`src/rtl/spike_rate_encoder.sv`:
```
// rtl/spike_rate_encoder.sv - stochastic rate encoder: pixel intensity vs random value -> spike stream
//
// Purpose
//   For each timestep, walks NUM_INPUTS pixel intensities from a synchronous
//   pixel memory and compares each one against the rand_gen value. Each
//   spike/no-spike decision goes to the network core over a valid/ready
//   handshake. A pixel spikes when its intensity is strictly greater than
//   the random value, so the spike rate approximates intensity/256.
//
// Ports
//   clk            in   single clock, rising edge
//   rst            in   asynchronous active-high reset
//   start_i        in   begin one timestep (sampled only while idle)
//   rand_i         in   free-running random byte, sampled once per input
//   pix_addr_o     out  pixel memory read address
//   pix_data_i     in   pixel intensity, valid one cycle after the address
//   spike_valid_o  out  a spike decision is available
//   spike_o        out  decision, 1 = spike
//   spike_idx_o    out  input index of the decision
//   spike_ready_i  in   consumer accepts the decision
//   spike_count_o  out  spikes emitted so far in the current timestep
//   busy_o         out  high whenever a timestep is in progress
//   done_o         out  one-cycle pulse when the timestep completes

module spike_rate_encoder #(
    parameter int NUM_INPUTS = 16,
    parameter int ADDR_W     = 4
) (
    input  logic              clk,
    input  logic              rst,
    input  logic              start_i,
    input  logic [7:0]        rand_i,
    output logic [ADDR_W-1:0] pix_addr_o,
    input  logic [7:0]        pix_data_i,
    output logic              spike_valid_o,
    output logic              spike_o,
    output logic [ADDR_W-1:0] spike_idx_o,
    input  logic              spike_ready_i,
    output logic [ADDR_W:0]   spike_count_o,
    output logic              busy_o,
    output logic              done_o
);

    localparam logic [ADDR_W-1:0] LAST_IDX = ADDR_W'(NUM_INPUTS - 1);

    typedef enum logic [2:0] {
        S_IDLE,
        S_READ,
        S_CMP,
        S_OUT,
        S_DONE
    } state_t;

    state_t              r_state;
    state_t              w_state_next;

    logic [ADDR_W-1:0]   r_idx;
    logic [ADDR_W-1:0]   r_pix_addr;
    logic                r_spike;
    logic [ADDR_W-1:0]   r_spike_idx;
    logic [ADDR_W:0]     r_count;

    logic                w_handshake;
    logic                w_last;
    logic                w_spike_new;

    assign w_handshake = (r_state == S_OUT) && spike_ready_i;
    assign w_last      = (r_idx == LAST_IDX);
    // Strict unsigned compare: intensity 0 never spikes, 255 spikes unless
    // the random byte is also 255, equal values never spike.
    assign w_spike_new = (pix_data_i > rand_i);

    // ------------------------------------------------------------------
    // State register
    // ------------------------------------------------------------------
    always_ff @(posedge clk or posedge rst) begin
        if (rst) begin
            r_state <= S_IDLE;
        end else begin
            r_state <= w_state_next;
        end
    end

    // ------------------------------------------------------------------
    // Next-state logic
    // ------------------------------------------------------------------
    always_comb begin
        w_state_next = r_state;
        case (r_state)
            S_IDLE: begin
                if (start_i) begin
                    w_state_next = S_READ;
                end
            end
            S_READ: begin
                w_state_next = S_CMP;
            end
            S_CMP: begin
                w_state_next = S_OUT;
            end
            S_OUT: begin
                if (w_handshake) begin
                    w_state_next = w_last ? S_DONE : S_READ;
                end
            end
            S_DONE: begin
                w_state_next = S_IDLE;
            end
            default: begin
                w_state_next = S_IDLE;
            end
        endcase
    end

    // ------------------------------------------------------------------
    // Datapath registers
    // ------------------------------------------------------------------
    // The read address is loaded on the way into READ so it already shows
    // the index during READ and then simply holds until the next READ.
    always_ff @(posedge clk or posedge rst) begin
        if (rst) begin
            r_idx       <= '0;
            r_pix_addr  <= '0;
            r_spike     <= 1'b0;
            r_spike_idx <= '0;
            r_count     <= '0;
        end else begin
            case (r_state)
                S_IDLE: begin
                    if (start_i) begin
                        r_idx      <= '0;
                        r_pix_addr <= '0;
                        r_count    <= '0;
                    end
                end
                S_CMP: begin
                    // Pixel data for r_idx arrives here, one cycle after READ.
                    r_spike     <= w_spike_new;
                    r_spike_idx <= r_idx;
                end
                S_OUT: begin
                    if (w_handshake) begin
                        r_count <= r_count + (ADDR_W + 1)'(r_spike);
                        if (!w_last) begin
                            r_idx      <= r_idx + 1'b1;
                            r_pix_addr <= r_idx + 1'b1;
                        end
                    end
                end
                default: begin
                end
            endcase
        end
    end

    // ------------------------------------------------------------------
    // Outputs
    // ------------------------------------------------------------------
    assign pix_addr_o    = r_pix_addr;
    assign spike_o       = r_spike;
    assign spike_idx_o   = r_spike_idx;
    assign spike_count_o = r_count;
    assign spike_valid_o = (r_state == S_OUT);
    assign busy_o        = (r_state != S_IDLE);
    assign done_o        = (r_state == S_DONE);

endmodule
```
`config.mk`:
```
export PLATFORM = sky130hd
export DESIGN_NAME = spike_rate_encoder
export DESIGN_NICKNAME = d
export VERILOG_FILES = /design/src/rtl/spike_rate_encoder.sv
export SDC_FILE = /design/constraint.sdc
export NUM_CORES = 1
export LEC_CHECK = 0
export CAP_MARGIN = 20
export CORE_MARGIN = 1.5
export CORE_UTILIZATION = 44
export CTS_BUF_LIST = sky130_fd_sc_hd__clkbuf_4 sky130_fd_sc_hd__clkbuf_8 sky130_fd_sc_hd__clkbuf_16
export CTS_CLUSTER_DIAMETER = 150
export CTS_CLUSTER_SIZE = 28
export DETAILED_ROUTE_END_ITERATION = 10
export PLACE_DENSITY_LB_ADDON = 0.25
export SETUP_SLACK_MARGIN = 0.02
export SYNTH_ARGS = -nofsm -noshare
export SYNTH_HDL_FRONTEND = slang
export SYNTH_SLANG_ARGS = --single-unit
```
`constraint.sdc`:
```
create_clock -name clk -period 1.6 [get_ports clk]
set_input_delay 0.32 -clock clk [delete_from_list [all_inputs] [get_ports clk]]
set_output_delay 0.32 -clock clk [all_outputs]
set_load 0.005 [all_outputs]
```
### Word level (Yosys, flattened, before mapping)

Cells that the tools add are included.
Widths: inputs -> output; s select.

* bits in registers: 17
* word-level logic and storage cells: 34
* bits of input ports: 20

* equality and inequality tests: 8
* reduce and logical (&&, ||, !) cells: 7
* order comparisons: 1
* $add $sub $neg: 2
* multiplexer cells: 11

Operator list (count)
* $mux 4: 3
* $pmux 3 s4: 1
* $mux 5: 2
* $pmux 5 s2: 1
* $mux 3: 3
* $gt 8x8->1: 1
* $pmux 4 s2: 1
* $eq 3x2->1 const B: 2
* $add 5x1->5: 1
* $add 4x1->4 const B: 1
* $eq 4x4->1 const B: 1
* $ne 2x2->1 const B: 2
* $reduce_and 4->1: 1
* $eq 3x1->1 const B: 1
* $eq 3x3->1 const B: 1
* $logic_not 3->1: 1
* $reduce_and 3->1: 1
* $reduce_bool 3->1: 1
* $ne 2x1->1 const B: 1
* $reduce_and 2->1: 1
* $reduce_bool 2->1: 1
* $logic_and 1x1->1: 1

### Logic depth before layout (Yosys ltp)

Gate-level depths: netlist of run 1.

* depth after elaboration: 4
* mapped depth: 6
* depth with buffers taken out: 6

### Worst setup path after synthesis of run 1

Ideal clock, no wire load.

* path type: register to register
* from: reg r_state[2]
* to: reg r_pix_addr[3] (netlist: pix_addr_o[3])
* setup time: 0.077 ns
* arrival time: 1.420 ns
* cell stages (with the launch flop): 6
* required time: 1.523 ns
* slack: 0.102 ns
* path through: dfrtp_1 buf_6 nor4b_4 a21oi_2 or3_1 a21oi_1

* cells in the longest elaborated chain, start to end: 4
* elaborated cells between the ends (all ways): 9
* those cells by class: eq/ne: 4; mux: 1; reduce/logical: 4

RTL lines
* start, declared: RTL line 54 `state_t r_state;`
* start signal, assigned: RTL line 80 `r_state <= w_state_next;`
* $eq 3x2->1: RTL line 67, 128
* $logic_and 1x1->1: RTL line 67 `assign w_handshake = (r_state == S_OUT) && spike_ready_i;`
* $ne 2x1->1 (no line)
* $reduce_and 4->1 (no line)
* end signal, assigned: RTL line 146 `r_pix_addr <= r_idx + 1'b1;`
* end, declared: RTL line 58 `logic [ADDR_W-1:0] r_pix_addr;`

Parallel ways exist; a longest one is shown, timed or not.
A chain may end at the register's enable or synchronous reset.

### Final worst setup path of run 1

* from: reg r_state[0]
* to: reg r_pix_addr[3] (netlist: pix_addr_o[3])

The elaborated chain is that of the path after synthesis.

==> results of run 1 <==
routing by layer:
metal	wire (µm)	global-route usage	share of wire	up-vias
met5	0	0	0	-
met3	137	0.0643	0.048	7
met1	1120	0.260	0.39	484
li1	-	-	-	479
met4	55	0.0676	0.019	0
met2	1530	0.348	0.54	33
power groups by stage:
stage	combinational [µW]	clock (µW)	sequential (µW)
floorplan	493	0	708
global placement	1010	0	716
detailed placement	1040	0	731
CTS	1120	254	712
global route	1400	272	723
finish	1290	254	706
logic make-up (layout without fill, tap and decap cells):
logic type	after synthesis	after routing
compound gates	18	18
xor+xnor	3	3
fa+ha+maj	11	11
flops	17	17
mux	4	4
buf+inv	14	76
simple gates	32	32
cells in the final DEF (no fill, tap or decap), types with 3 or more instances in the layout:
master / synthesis / final
dfrtp_1: 17 / 16
inv_1: 10 / 9
mux2_2: 4 / 4
ha_1: 11 / 6
xor2_1: 3 / 3
buf_6: 1 / 5
nand2_1: 5 / 5
o21ai_1: 0 / 3
ha_4: 0 / 4
clkdlybuf4s50_1: 0 / 26
nor2_1: 9 / 7
buf_4: 2 / 21
dlymetal6s2s_1: 0 / 5
nand4_1: 4 / 4
clkbuf_4: 0 / 3
worst reg2reg max path, stage by stage (launching register included):
cell and delay [ns]:
dfrtp_1 0.42, buf_6 0.13, buf_6 0.12, nor4b_4 0.29, a21oi_2 0.07, or3_1 0.35, a21oi_1 0.13
how the worst min path moves through the flow:
stage,slack [ns],to,depth (start not counted)
floorplan,0.25,pix_addr_o[0]$_DFFE_PP0P_,1
global placement,0.49,spike_idx_o[3]$_DFFE_PP0P_,1
detailed placement,0.50,spike_idx_o[1]$_DFFE_PP0P_,1
CTS,0.31,pix_addr_o[3]$_DFFE_PP0P_,3
global route,0.33,spike_count_o[0]$_DFFE_PP0P_,3
finish,0.31,pix_addr_o[1]$_DFFE_PP0P_,3
what timing repair did:
item | 4_1_cts | 5_1_grt
gates cloned | 0 | 0
pin swaps | 8 | 8
endpoints found under the setup margin | 8 | 11
resized for setup | 17 | 28
setup buffers | 5 | 6
registers in the layout, indices dropped and copies added, names as in the netlist:
signal and flops:
spike_count_o 5, spike_idx_o 4, r_state 3, pix_addr_o 4
spike_o 1
area by class of cell:
class / instances / area (µm²) / area share
clock inverter: 1 / 7.51 / 0.00434
multi-input combinational: 68 / 631 / 0.365
clock buffer: 3 / 22.5 / 0.0130
sequential: 17 / 427 / 0.247
inverter: 10 / 37.5 / 0.0217
timing repair buffer: 62 / 569 / 0.329
tap: 28 / 35.0 / 0.0203
per-stage QoR:
stage	hold WS, ns	total power [µW]	std cells	cell area, µm²
2_1_floorplan	0.246	1200	99	1020
3_3_place_gp	0.489	1720	174	1500
3_5_place_dp	0.499	1770	174	1500
4_1_cts	0.314	2090	183	1590
5_1_grt	0.328	2400	189	1730
6_report	0.307	2250	189	1730
==> metrics.cfg, run 1 <==
[worst_setup_path]
cp_data_required_time_ns=1.84
critPathMaxStageDelay_ns=0.42
crit_path_frequent_cell=buf_6
worstRegToRegCells=6
crit_chain=buf_6, buf_6, nor4b_4, a21oi_2, or3_1, a21oi_1
cpLargestDelayFamily=simple AND/OR/NAND/NOR gates
crit_path_end=pix_addr_o[3]$_DFFE_PP0P_
worst_path_max_delay_cell=dfrtp_1
cp_num_buf_inv=2
reg2reg_from=r_state[0]$_DFFE_PP0P_
path_class=reg -> reg
worstPathMaxFanout=6
arrival_ns=1.83
r2r_end=pix_addr_o[3]$_DFFE_PP0P_
start_kind=flop
crit_start=r_state[0]$_DFFE_PP0P_
cp-end-kind=flop
r2r_slack_ns=0.01
cp.depth=6

[synthesis]
synth_edf_count=0
ys_seq_elements=17
synthTopCellsByCount=dfrtp_1, ha_1, inv_1
syn_area_um2=1020
synth_top_area_cell=dfrtp_1
ys_seq_area_frac=0.416
syn_area_per_cell_um2=10.3
syn_nets=130
synth_top_family_by_area=simple AND/OR/NAND/NOR gates
ys.flop_type=dfrtp_1
yosys_warnings=0
synthCells=99
yosysMostFrequentCell=dfrtp_1
synthTopCellsByArea=dfrtp_1, ha_1, mux2_2
netlist.area_leader.share=0.416
synth_xor_area_frac=0.0257
synthArstFlopShare=1.00
synthAdderAreaFrac=0.135
synth-compound-area-share=0.119
synthMuxAreaShare=0.0441
synthSimpleGateAreaFrac=0.193
synth_cell_types=34

[cts]
clock_path_buffers=2
cts_made_buffers=3
cts_hold_buf=0
clk_pin_slew_worst_paths_ns=0.11
h-tree-depth=1
clk_latency_ns=0.31
cts_tree=built
cts_num_sinks=17
cts_root_buf=clkbuf_4

[timing]
slew_headroom=0.832
worst_pin_slew_ns=0.252
setup_slack_ns=0.0110
setup_viol=0
finalCriticalPeriod_ns=1.59
final-hold-violation-count=0
report.final.slew_viol_count=0
period_share=0.993
rsz0062_at_grt=yes
final.setup.tns_ns=0
final.setup_skew_ns=0.00489
max_clock_freq_mhz=629

[run]
cap_violations=0

[pwr]
pwr-share-comb=0.573
leakage_uw=0.000845
intPower_uw=1460
vdd_drop_max_mv=1.25
switchingPower_uw=794
power.share.sequential=0.314
power.share.clock=0.113
p_per_area_nw_per_um2=1300
swShare=0.353

[place]
pre_cts_slack_ns=-0.376
portBuffers=36
hpwl_um=1790
gp_congestion=0.766

[grt]
grt-ovfl-total=0
grt_pass1_wl_um=4080
antenna_found_initial=0
grt_max_degree=18
grtUsageTotal=0.210
first_global_vias=968

[floorplan]
io_pins=37
die_h_um=51.2
core_area_um2=2210
start_util=0.462
die_x_um=51.2
rows=17
die-area_um2=2620

[outcome]
outcome=completed

[final_layout]
diodes=0
syn2layout_area_growth_pct=69.2
fill_cells=149
final_core_util=0.782
nets=193
layout-drive-gt1-share=0.354

[routing]
finalWirelength_um=2840
num_vias=1003
drcViolationCount=0
drtPass1Iterations=4
ant_nets=0
wl_per_cell_um=15.0
via_per_inst=5.31
drtIter0Drc=19

[hold_path]
min_path_type=in -> async

Power figures use the tool's default switching activity.
==> run 2: changes to the inputs <==
--- a/config.mk
+++ b/config.mk
@@ -10,7 +10,7 @@
 export CORE_UTILIZATION = 44
 export CTS_BUF_LIST = sky130_fd_sc_hd__clkbuf_4 sky130_fd_sc_hd__clkbuf_8 sky130_fd_sc_hd__clkbuf_16
 export CTS_CLUSTER_DIAMETER = 150
-export CTS_CLUSTER_SIZE = 28
+export CTS_CLUSTER_SIZE = 10
 export DETAILED_ROUTE_END_ITERATION = 10
 export PLACE_DENSITY_LB_ADDON = 0.25
 export SETUP_SLACK_MARGIN = 0.02
==> results of run 2 <==
Final layout, timing and power as in run 1 (identical DEF).
